[config.mk]
export PLATFORM = sky130hd
export DESIGN_NAME = dcache_ctrl
export DESIGN_NICKNAME = d
export VERILOG_FILES = /design/src/rtl/dcache_pkg.sv /design/src/rtl/dcache_line_merge.sv /design/src/rtl/dcache_ctrl.sv
export SDC_FILE = /design/constraint.sdc
export NUM_CORES = 1
export LEC_CHECK = 0
export ABC_AREA = 1
export CAP_MARGIN = 20
export CELL_PAD_IN_SITES_DETAIL_PLACEMENT = 0
export CELL_PAD_IN_SITES_GLOBAL_PLACEMENT = 2
export CORE_AREA = 2 2 478 480
export CTS_CLUSTER_DIAMETER = 40
export DETAILED_ROUTE_END_ITERATION = 16
export DIE_AREA = 0 0 480 482
export GPL_ROUTABILITY_DRIVEN = 0
export PLACE_DENSITY_LB_ADDON = 0.05
export SYNTH_ARGS = -nofsm -noshare
export SYNTH_HDL_FRONTEND = slang
export SYNTH_HIERARCHICAL = 1
export SYNTH_SLANG_ARGS = --single-unit
[constraint.sdc]
create_clock -name clk_i -period 22.2 [get_ports clk_i]
set_input_delay 4.44 -clock clk_i [delete_from_list [all_inputs] [get_ports clk_i]]
set_output_delay 4.44 -clock clk_i [all_outputs]
set_load 0.02 [all_outputs]
[src/rtl/dcache_pkg.sv]
// Shared definitions for the data-cache controller: address slicing,
// SRAM tag field layout and the controller state encoding.
package dcache_pkg;

  localparam int ADDR_W   = 32;
  localparam int WORD_W   = 32;
  localparam int LINE_W   = 256;
  localparam int INDEX_W  = 4;
  localparam int OFFSET_W = 5;
  localparam int TAG_W    = 23;

  // Word select within a line is addr[4:2].
  localparam int WORD_SEL_W   = 3;
  localparam int WORD_SEL_LSB = 2;

  // Set index is addr[8:5]; tag is addr[31:9].
  localparam int INDEX_LSB = OFFSET_W;
  localparam int TAG_LSB   = OFFSET_W + INDEX_W;

  // SRAM tag field is {valid, dirty, tag}.
  localparam int SRAM_TAG_W = TAG_W + 2;
  localparam int VALID_BIT  = 24;
  localparam int DIRTY_BIT  = 23;

  typedef enum logic [1:0] {
    IDLE      = 2'd0,
    MISS      = 2'd1,
    WRITEBACK = 2'd2,
    ALLOCATE  = 2'd3
  } state_t;

endpackage

[src/rtl/dcache_line_merge.sv]
// Word select (loads) and word replace (stores) on a 256-bit cache line,
// indexed by the 3-bit word number addr[4:2].
module dcache_line_merge
  import dcache_pkg::*;
(
  input  logic [LINE_W-1:0]     line_i,
  input  logic [WORD_SEL_W-1:0] word_idx_i,
  input  logic [WORD_W-1:0]     word_i,
  output logic [WORD_W-1:0]     word_o,
  output logic [LINE_W-1:0]     line_o
);

  // Extract the addressed word and build the line with that word replaced.
  always_comb begin
    // NOTE: every output gets a value before any conditional/indexed write,
    // so no path leaves a bit unassigned and no latch is inferred.
    line_o = line_i;
    word_o = line_i[word_idx_i*WORD_W +: WORD_W];
    line_o[word_idx_i*WORD_W +: WORD_W] = word_i;
  end

endmodule

[src/rtl/dcache_ctrl.sv]
// Data-cache controller: drives the 2-way dcache SRAM lookup/write interface,
// stalls the CPU on a miss, writes back a dirty victim, refills the line and
// replays the access. Optional performance counters are built when the macro
// DCACHE_PERF_CNT_EN is defined.
module dcache_ctrl
  import dcache_pkg::*;
(
  input  logic                  clk_i,
  input  logic                  rst_i,
  input  logic                  cpu_req_i,
  input  logic                  cpu_we_i,
  input  logic [ADDR_W-1:0]     cpu_addr_i,
  input  logic [WORD_W-1:0]     cpu_data_i,
  output logic [WORD_W-1:0]     cpu_data_o,
  output logic                  cpu_stall_o,
  output logic                  sram_enable_o,
  output logic                  sram_write_o,
  output logic [INDEX_W-1:0]    sram_addr_o,
  output logic [SRAM_TAG_W-1:0] sram_tag_o,
  output logic [LINE_W-1:0]     sram_data_o,
  input  logic [SRAM_TAG_W-1:0] sram_tag_i,
  input  logic [LINE_W-1:0]     sram_data_i,
  input  logic                  sram_hit_i,
  output logic                  mem_enable_o,
  output logic                  mem_write_o,
  output logic [ADDR_W-1:0]     mem_addr_o,
  output logic [LINE_W-1:0]     mem_data_o,
  input  logic [LINE_W-1:0]     mem_data_i,
  input  logic                  mem_ack_i
`ifdef DCACHE_PERF_CNT_EN
  ,
  output logic [31:0]           hit_cnt_o,
  output logic [31:0]           miss_cnt_o,
  output logic [31:0]           wb_cnt_o
`endif
);

  state_t                  state_q;
  logic [SRAM_TAG_W-1:0]   victim_tag_q;
  logic [LINE_W-1:0]       victim_line_q;

  logic [INDEX_W-1:0]      index;
  logic [TAG_W-1:0]        tag;
  logic [WORD_W-1:0]       load_word;
  logic [LINE_W-1:0]       store_line;
  logic                    lookup_miss;
  logic                    victim_dirty;
  logic [1:0]              unused_addr_bits;

  assign index            = cpu_addr_i[TAG_LSB-1:INDEX_LSB];
  assign tag              = cpu_addr_i[ADDR_W-1:TAG_LSB];
  assign lookup_miss      = (state_q == IDLE) && cpu_req_i && !sram_hit_i;
  assign victim_dirty     = victim_tag_q[VALID_BIT] && victim_tag_q[DIRTY_BIT];
  // Byte-within-word bits do not matter for word-sized accesses.
  assign unused_addr_bits = cpu_addr_i[WORD_SEL_LSB-1:0];

  dcache_line_merge u_line_merge (
    .line_i     (sram_data_i),
    .word_idx_i (cpu_addr_i[WORD_SEL_LSB +: WORD_SEL_W]),
    .word_i     (cpu_data_i),
    .word_o     (load_word),
    .line_o     (store_line)
  );

  // Controller state sequencing: lookup, optional writeback, refill, replay.
  always_ff @(posedge clk_i) begin
    // NOTE: sequential state uses non-blocking assignments so every register
    // samples pre-edge values regardless of statement order.
    if (rst_i) begin
      state_q <= IDLE;
    end else begin
      unique case (state_q)
        IDLE:      if (cpu_req_i && !sram_hit_i) state_q <= MISS;
        MISS:      state_q <= victim_dirty ? WRITEBACK : ALLOCATE;
        WRITEBACK: if (mem_ack_i) state_q <= ALLOCATE;
        ALLOCATE:  if (mem_ack_i) state_q <= IDLE;
        default:   state_q <= IDLE;
      endcase
    end
  end

  // Capture the LRU victim reported by the SRAM on the missing lookup.
  always_ff @(posedge clk_i) begin
    // NOTE: victim storage is pure data qualified by the state register, so it
    // carries no reset; it is always reloaded before it is consumed.
    if (lookup_miss) begin
      victim_tag_q  <= sram_tag_i;
      victim_line_q <= sram_data_i;
    end
  end

  // Output decode from the current state and the live CPU/SRAM/memory inputs.
  always_comb begin
    cpu_data_o    = '0;
    cpu_stall_o   = 1'b0;
    sram_enable_o = 1'b0;
    sram_write_o  = 1'b0;
    sram_addr_o   = '0;
    sram_tag_o    = '0;
    sram_data_o   = '0;
    mem_enable_o  = 1'b0;
    mem_write_o   = 1'b0;
    mem_addr_o    = '0;
    mem_data_o    = '0;
    unique case (state_q)
      IDLE: begin
        if (cpu_req_i) begin
          sram_enable_o = 1'b1;
          sram_addr_o   = index;
          if (!sram_hit_i) begin
            cpu_stall_o = 1'b1;
          end else if (cpu_we_i) begin
            sram_write_o = 1'b1;
            sram_data_o  = store_line;
            sram_tag_o   = {1'b1, 1'b1, tag};
          end else begin
            cpu_data_o = load_word;
          end
        end
      end
      MISS: begin
        cpu_stall_o = 1'b1;
      end
      WRITEBACK: begin
        cpu_stall_o  = 1'b1;
        mem_enable_o = 1'b1;
        mem_write_o  = 1'b1;
        mem_addr_o   = {victim_tag_q[TAG_W-1:0], index, {OFFSET_W{1'b0}}};
        mem_data_o   = victim_line_q;
      end
      ALLOCATE: begin
        cpu_stall_o  = 1'b1;
        mem_enable_o = 1'b1;
        mem_addr_o   = {cpu_addr_i[ADDR_W-1:OFFSET_W], {OFFSET_W{1'b0}}};
        if (mem_ack_i) begin
          sram_enable_o = 1'b1;
          sram_write_o  = 1'b1;
          sram_addr_o   = index;
          sram_data_o   = mem_data_i;
          sram_tag_o    = {1'b1, 1'b0, tag};
        end
      end
      default: begin
        cpu_stall_o = 1'b0;
      end
    endcase
  end

`ifdef DCACHE_PERF_CNT_EN
  logic replay_q;

  // Hit/miss/writeback event counters; the post-refill replay is not a hit.
  always_ff @(posedge clk_i) begin
    if (rst_i) begin
      replay_q   <= 1'b0;
      hit_cnt_o  <= '0;
      miss_cnt_o <= '0;
      wb_cnt_o   <= '0;
    end else begin
      replay_q <= (state_q == ALLOCATE) && mem_ack_i;
      if ((state_q == IDLE) && cpu_req_i && sram_hit_i && !replay_q)
        hit_cnt_o <= hit_cnt_o + 32'd1;
      if (lookup_miss)
        miss_cnt_o <= miss_cnt_o + 32'd1;
      if ((state_q == WRITEBACK) && mem_ack_i)
        wb_cnt_o <= wb_cnt_o + 32'd1;
    end
  end
`endif

endmodule

[Word level (Yosys, flattened, before mapping)]
Cells that the tools add are included.
Storage, ports and cells
  register bits: 283
  word-level logic and storage cells: 59
  bits of input ports: 607
  output and inout port bits: 610
Cells by class
  muxes and demuxes: 37
  shifts and indexed selects: 3
  add/sub/neg operators: 1
  equality and inequality tests: 6
  reduce and logical (&&, ||, !) cells: 9
Operators by type and width (count)
  two-way mux 256 bit: 5
  one-hot mux 256 bit (2 select lines): 1
  bitwise mux 256 bit: 1
  variable shift 32 x 34 -> 256 bit (first input constant): 1
  variable part select 256 x 9 -> 32 bit: 1
  variable part select 32 x 34 -> 256 bit: 1
  two-way mux 32 bit: 4
  two-way mux 25 bit: 4
  one-hot mux 32 bit (2 select lines): 1
  one-hot mux 25 bit (2 select lines): 1
  negator 8 -> 34 bit: 1
  two-way mux 1 bit: 10
  two-way mux 4 bit: 2
  one-hot mux 2 bit (4 select lines): 1
  one-hot mux 4 bit (2 select lines): 1
  two-way mux 2 bit: 3
  one-hot mux 1 bit (2 select lines): 3
  == test 2 bit (second input constant): 2
  logical AND 1 bit: 4
  inequality test 2 bit (second input constant): 2
  AND reduction 3 bit: 1
  OR reduction 3 bit: 1
  == test 2 x 1 -> 1 bit (second input constant): 1
  zero test 2 bit: 1
  3 further kinds: 3

[Logic depth before layout (Yosys ltp)]
  word-level depth: 7
  depth in mapped cells: 16
  depth with buffers taken out: 12

[Hierarchy]
The synthesis kept the hierarchy.
Modules (own cells, without submodules)
  dcache_ctrl: seq. area each 8478.1 µm², area each 14736.6 µm², instances 1, cells an instance 1847
  dcache_line_merge: seq. area each 0.0 µm², area each 7627.3 µm², instances 1, cells an instance 1889

[Worst setup path after synthesis]
No wires, ideal clock.
  path kind: in2reg
  start: input port cpu_req_i
  end: register victim_line_q[0] (enable)
  path buffers: 1
  data required time: 21.270 ns
  setup time: 0.930 ns
  stages: 3
  data arrival time: 16.406 ns
  path slack: 4.864 ns
  cells stage by stage: nand2_2 > clkbuf_1 > nor2_1
Between the ends
  cells in the longest elaborated chain, start to end: 2
Ends and longest elaborated chain
  start, declared: line dcache_ctrl.sv:10  | input logic cpu_req_i,
  logical AND 1 bit (2 in series): line dcache_ctrl.sv:52  | assign lookup_miss = (state_q == IDLE) && cpu_req_i && !sram_hit_i;
  net lookup_miss: line dcache_ctrl.sv:46  | logic lookup_miss;
  end signal, assigned: line dcache_ctrl.sv:88  | victim_line_q <= sram_data_i;
  end, declared: line dcache_ctrl.sv:40  | logic [LINE_W-1:0] victim_line_q;
The timed path passes the listed nets, and every way through them passes these cells.
A chain may end at the register's enable or synchronous reset.

[Worst setup path after layout]
  start: input port cpu_addr_i[3]
  end: output port sram_data_o[139]
Between the ends
  cells in the longest elaborated chain, start to end: 7
  elaborated cells on any way between the ends: 8
  classes of those cells: add/sub: 1; shift: 2; mux: 5
Ends and longest elaborated chain
  start, declared: line dcache_ctrl.sv:12  | input logic [ADDR_W-1:0] cpu_addr_i,
  negator 8 -> 34 bit *: line dcache_line_merge.sv:19  | line_o[word_idx_i*WORD_W +: WORD_W] = word_i;
  variable part select 32 x 34 -> 256 bit / variable shift 32 x 34 -> 256 bit (equally long branches): line dcache_line_merge.sv:19
  bitwise mux 256 bit *: line dcache_line_merge.sv:19
  net store_line[139]: line dcache_ctrl.sv:45  | logic [LINE_W-1:0] store_line;
  two-way mux 256 bit *: line dcache_ctrl.sv:112  | end else if (cpu_we_i) begin
  two-way mux 256 bit *: line dcache_ctrl.sv:110  | if (!sram_hit_i) begin
  two-way mux 256 bit *: line dcache_ctrl.sv:107  | if (cpu_req_i) begin
  one-hot mux 256 bit (2 select lines) *: line dcache_ctrl.sv:105  | unique case (state_q)
  end, declared: line dcache_ctrl.sv:20  | output logic [LINE_W-1:0] sram_data_o,
Mark *: on every way through the listed nets, which the timed path passes. The rest lies on a longest branch.

==> parameters.txt <==
Parameter                              Value

Setup path
  Most used cell along the critical path    nand2_1
  CP max stage cell    nand2_2
  Worst Path Arrival    9.93 ns
  WP data required    17.76 ns
  Number of cells on the worst reg-to-reg path    6
  Worst reg2reg path endpoint    victim_line_q[132]$_DFFE_PP_
  Launching point of the worst reg2reg path    state_q[0]$_SDFFE_PP0P_
  CP peak stage delay    0.70 ns
  Path type of the worst setup path    in -> out
  Register-to-register setup slack    18.81 ns
  Series of cell instances along the critical path    buf_4 -> inv_6 -> ha_4 -> inv_6 -> nand2_2 -> nor2_1 -> nand2_4 -> inv_2 -> nand2_1 -> nand2_1 -> nand2_1 -> nand2_1 -> clkdlybuf4s50_1
  Kind of capture point of the worst setup path    output port
  CP Launch Type    primary input
  Crit path max fanout    65

GRT
  Total global-route track usage    18.5%
  Met1 Use GR    22.0%
  Met2 Usage GRT    33.5%
  Number of antenna violations at the first check in global routing    75
  Layer with the highest usage    met2
  Global-route wire length before repair    286000 um
  Number of global-route vias before repair    29100
  GRT overflow    0
  Maximum number of pins on one net before global-route repair    152
  Met3 global-route usage    5.09%

Clock tree
  Number of clock buffers inserted by TritonCTS    110
  Clock sink total    283
  Setup Buffers After CTS    0
  Clock latency on the worst-skew pair    0.73 ns
  Maximum clock insertion buffer count    3
  H-tree levels    3
  Post-cts hold buffer count    0
  Clock tree root buffer cell    clkbuf_16
  Reg clk slew, reported paths    0.03 ns
  TritonCTS clock tree    done
  Resized cells post-CTS    0

Die
  Initial core utilization    9.88%
  Die outline area    231000 sq um
  Top-level I/O count    1217
  Horizontal die dimension    480 um
  Area of the core    226000 sq um
  Die H    482 um
  Row count    175

Timing
  Tightest slew margin relative to the limit    31.0%
  Final worst path period share    64.7%
  Post-Route Skew    0.0695 ns
  FMAX    69.6 MHz
  Setup violators final    0
  Final critical delay including setup and external delays    14.37 ns
  Number of max-slew violations in the final report    0
  Unrepaired setup endpoints after global routing    no
  Total negative slack    0 ns
  Post-route worst hold slack    0.682 ns
  Slew @ Worst Pin    1.04 ns
  Final hold viol count    0

Finish
  Final Instance Count excl. Fillers    7990
  Fill cell count    26200
  Ratio of cells with drive above 1 in the final layout    4.85%
  Synth-to-layout area growth    85.3%
  Finished Cell Area    41400 sq um
  Final nets    5490

Worst hold path
  Worst min-delay path endpoint    state_q[1]$_SDFFE_PP0P_
  Hold Crit Depth    4
  Class of the tightest hold or removal check    reg -> reg
  Beginning of the worst hold path    state_q[1]$_SDFFE_PP0P_

Synth
  Synth top area cells    edfxtp_1 (38%), nand2_1 (37%), inv_1 (9.3%)
  Share of the yosys chip area belonging to registers    37.9%
  Mapped Area    22400 sq um
  Flops & latches, synth    283
  Asr flop ratio synth    0%
  Share of the synthesized area in the top cell type    37.7%
  Number of distinct library cells after synthesis    23
  Most numerous cell types in the synthesized netlist    nand2_1 (2184), inv_1 (554), edfxtp_1 (281)
  Leading cell type by number of instances after synthesis    nand2_1
  Number of flops mapped to enable cells by yosys    281
  Most area-hungry cell type in the Yosys netlist    edfxtp_1
  Dominant synthesized flop cell    edfxtp_1
  Synthesized area per cell    5.99 sq um
  Mapped Cells    3736
  Number of warning messages in the yosys log    6

Detailed routing
  ANT nets after route    0
  DR vias    27900
  Via count normalized by instance count    3.49
  Overall routed net length    222000 um
  First DRT Iteration DRCs    1271
  DRC errors left    0
  Per-cell routed wire length    27.8 um
  Detailed-routing iteration count for the pre-antenna-repair pass    7

Power
  Switching Fraction    37.5%
  Internal power    2.26 mW
  Part of the total power dissipated in sequential elements    19.0%
  Largest vdd supply drop    0.0000540 V
  Share of power burned in combinational logic    37.3%
  Net switching component of the power    1.36 mW
  Proportion of power drawn by the clock network    43.6%
  P_leak    19.7 nW
  Power per unit of standard cell area    87.4 nW/um^2

Place
  # port buffers    1209
  Post-placement cell area    37700 sq um
  Cell total after placement    7769
  Estimated wirelength of the detail-placed design    170000 um

Outcome
  Outcome    complete, no violations

Flow run
  Max-capacitance violation count    0
==> worst max path at each step <==
stage,from,to,depth (start not counted)
final,cpu_addr_i[3],sram_data_o[139],13
after global routing,cpu_addr_i[3],sram_data_o[143],13
after CTS,cpu_addr_i[3],sram_data_o[139],13
after detailed placement,cpu_addr_i[3],sram_data_o[143],13
after global placement,cpu_addr_i[3],sram_data_o[139],13
after floorplan,cpu_req_i,victim_line_q[0]$_DFFE_PP_,3
==> layout make-up <==
cell class | instances | area, sq um | share of cell area, %
Antenna cell | 14 | 35.0 | 0.0845
Clock buffer | 136 | 2890 | 6.98
Clock inverter | 71 | 850 | 2.05
Inverter | 558 | 2120 | 5.12
Multi-Input combinational cell | 2668 | 10800 | 26.1
Sequential cell | 283 | 8480 | 20.5
Tap cell | 3009 | 3760 | 9.09
Timing Repair Buffer | 1251 | 12500 | 30.2
==> layout by cell type (no fill, tap or decap), types with 3 or more instances in the layout <==
| master | count |
|---|---|
| clkinv_1 | 18 |
| nor2_4 | 8 |
| inv_4 | 3 |
| clkbuf_1 | 24 |
| nand3_4 | 7 |
| diode_2 | 14 |
| nand2_4 | 3 |
| edfxtp_1 | 281 |
| ha_1 | 9 |
| o21ai_0 | 43 |
| buf_4 | 39 |
| inv_1 | 551 |
| buf_12 | 3 |
| clkdlybuf4s50_1 | 1206 |
| bufinv_16 | 17 |
| conb_1 | 5 |
| nand2_1 | 2182 |
| nand3_1 | 224 |
| nor3b_1 | 32 |
| clkbuf_16 | 112 |
| clkinv_2 | 31 |
| nor2_1 | 149 |
==> routing by layer <==
metal | share of wire [%] | vias to the layer above
li1 | - | 13400
met1 | 42 | 13200
met2 | 50 | 963
met3 | 6.3 | 245
met4 | 1.6 | 44
met5 | 0.13 | -
==> sequential cells by signal (all words and copies together), names as in the netlist <==
name	count
state_q	2
victim_line_q	256
victim_tag_q	25
==> power by group through the flow <==
stage	sequential (mW)	clock, mW	combinational [mW]
CTS	0.690	1.63	1.41
global route	0.695	1.66	1.46
global placement	0.697	0	1.41
floorplan	0.730	0	0.583
finish	0.689	1.58	1.35
detailed placement	0.698	0	1.40
==> worst max-delay path, delay by kind of cell <==
family / cells / cell delay (ns)
adders and majority gates: 1 / 0.38
buffers and inverters: 5 / 2.93
and+or+nand+nor: 7 / 2.07
==> stage by stage <==
stage	util, %	total power [mW]	setup WS [ns]
4_1_cts	18.3	3.73	7.32
5_1_grt	18.3	3.81	7.38
2_1_floorplan	-	1.31	4.86
3_5_place_dp	16.6	2.10	7.33
3_3_place_gp	16.6	2.11	7.31
6_report	18.3	3.62	7.83
==> logic make-up (layout without fill, tap and decap cells) <==
kind of cell	after synthesis	after routing	share of synthesized area, %
buffers and inverters	789	2016	14.6
AOI/OAI and AO/OA	43	43	0.962
other	1	19	0.0168
DFF	283	283	37.9
and+or+nand+nor	2609	2609	45.9
adders and majority gates	11	11	0.615
Note: power is estimated with default switching activity, not from simulation.
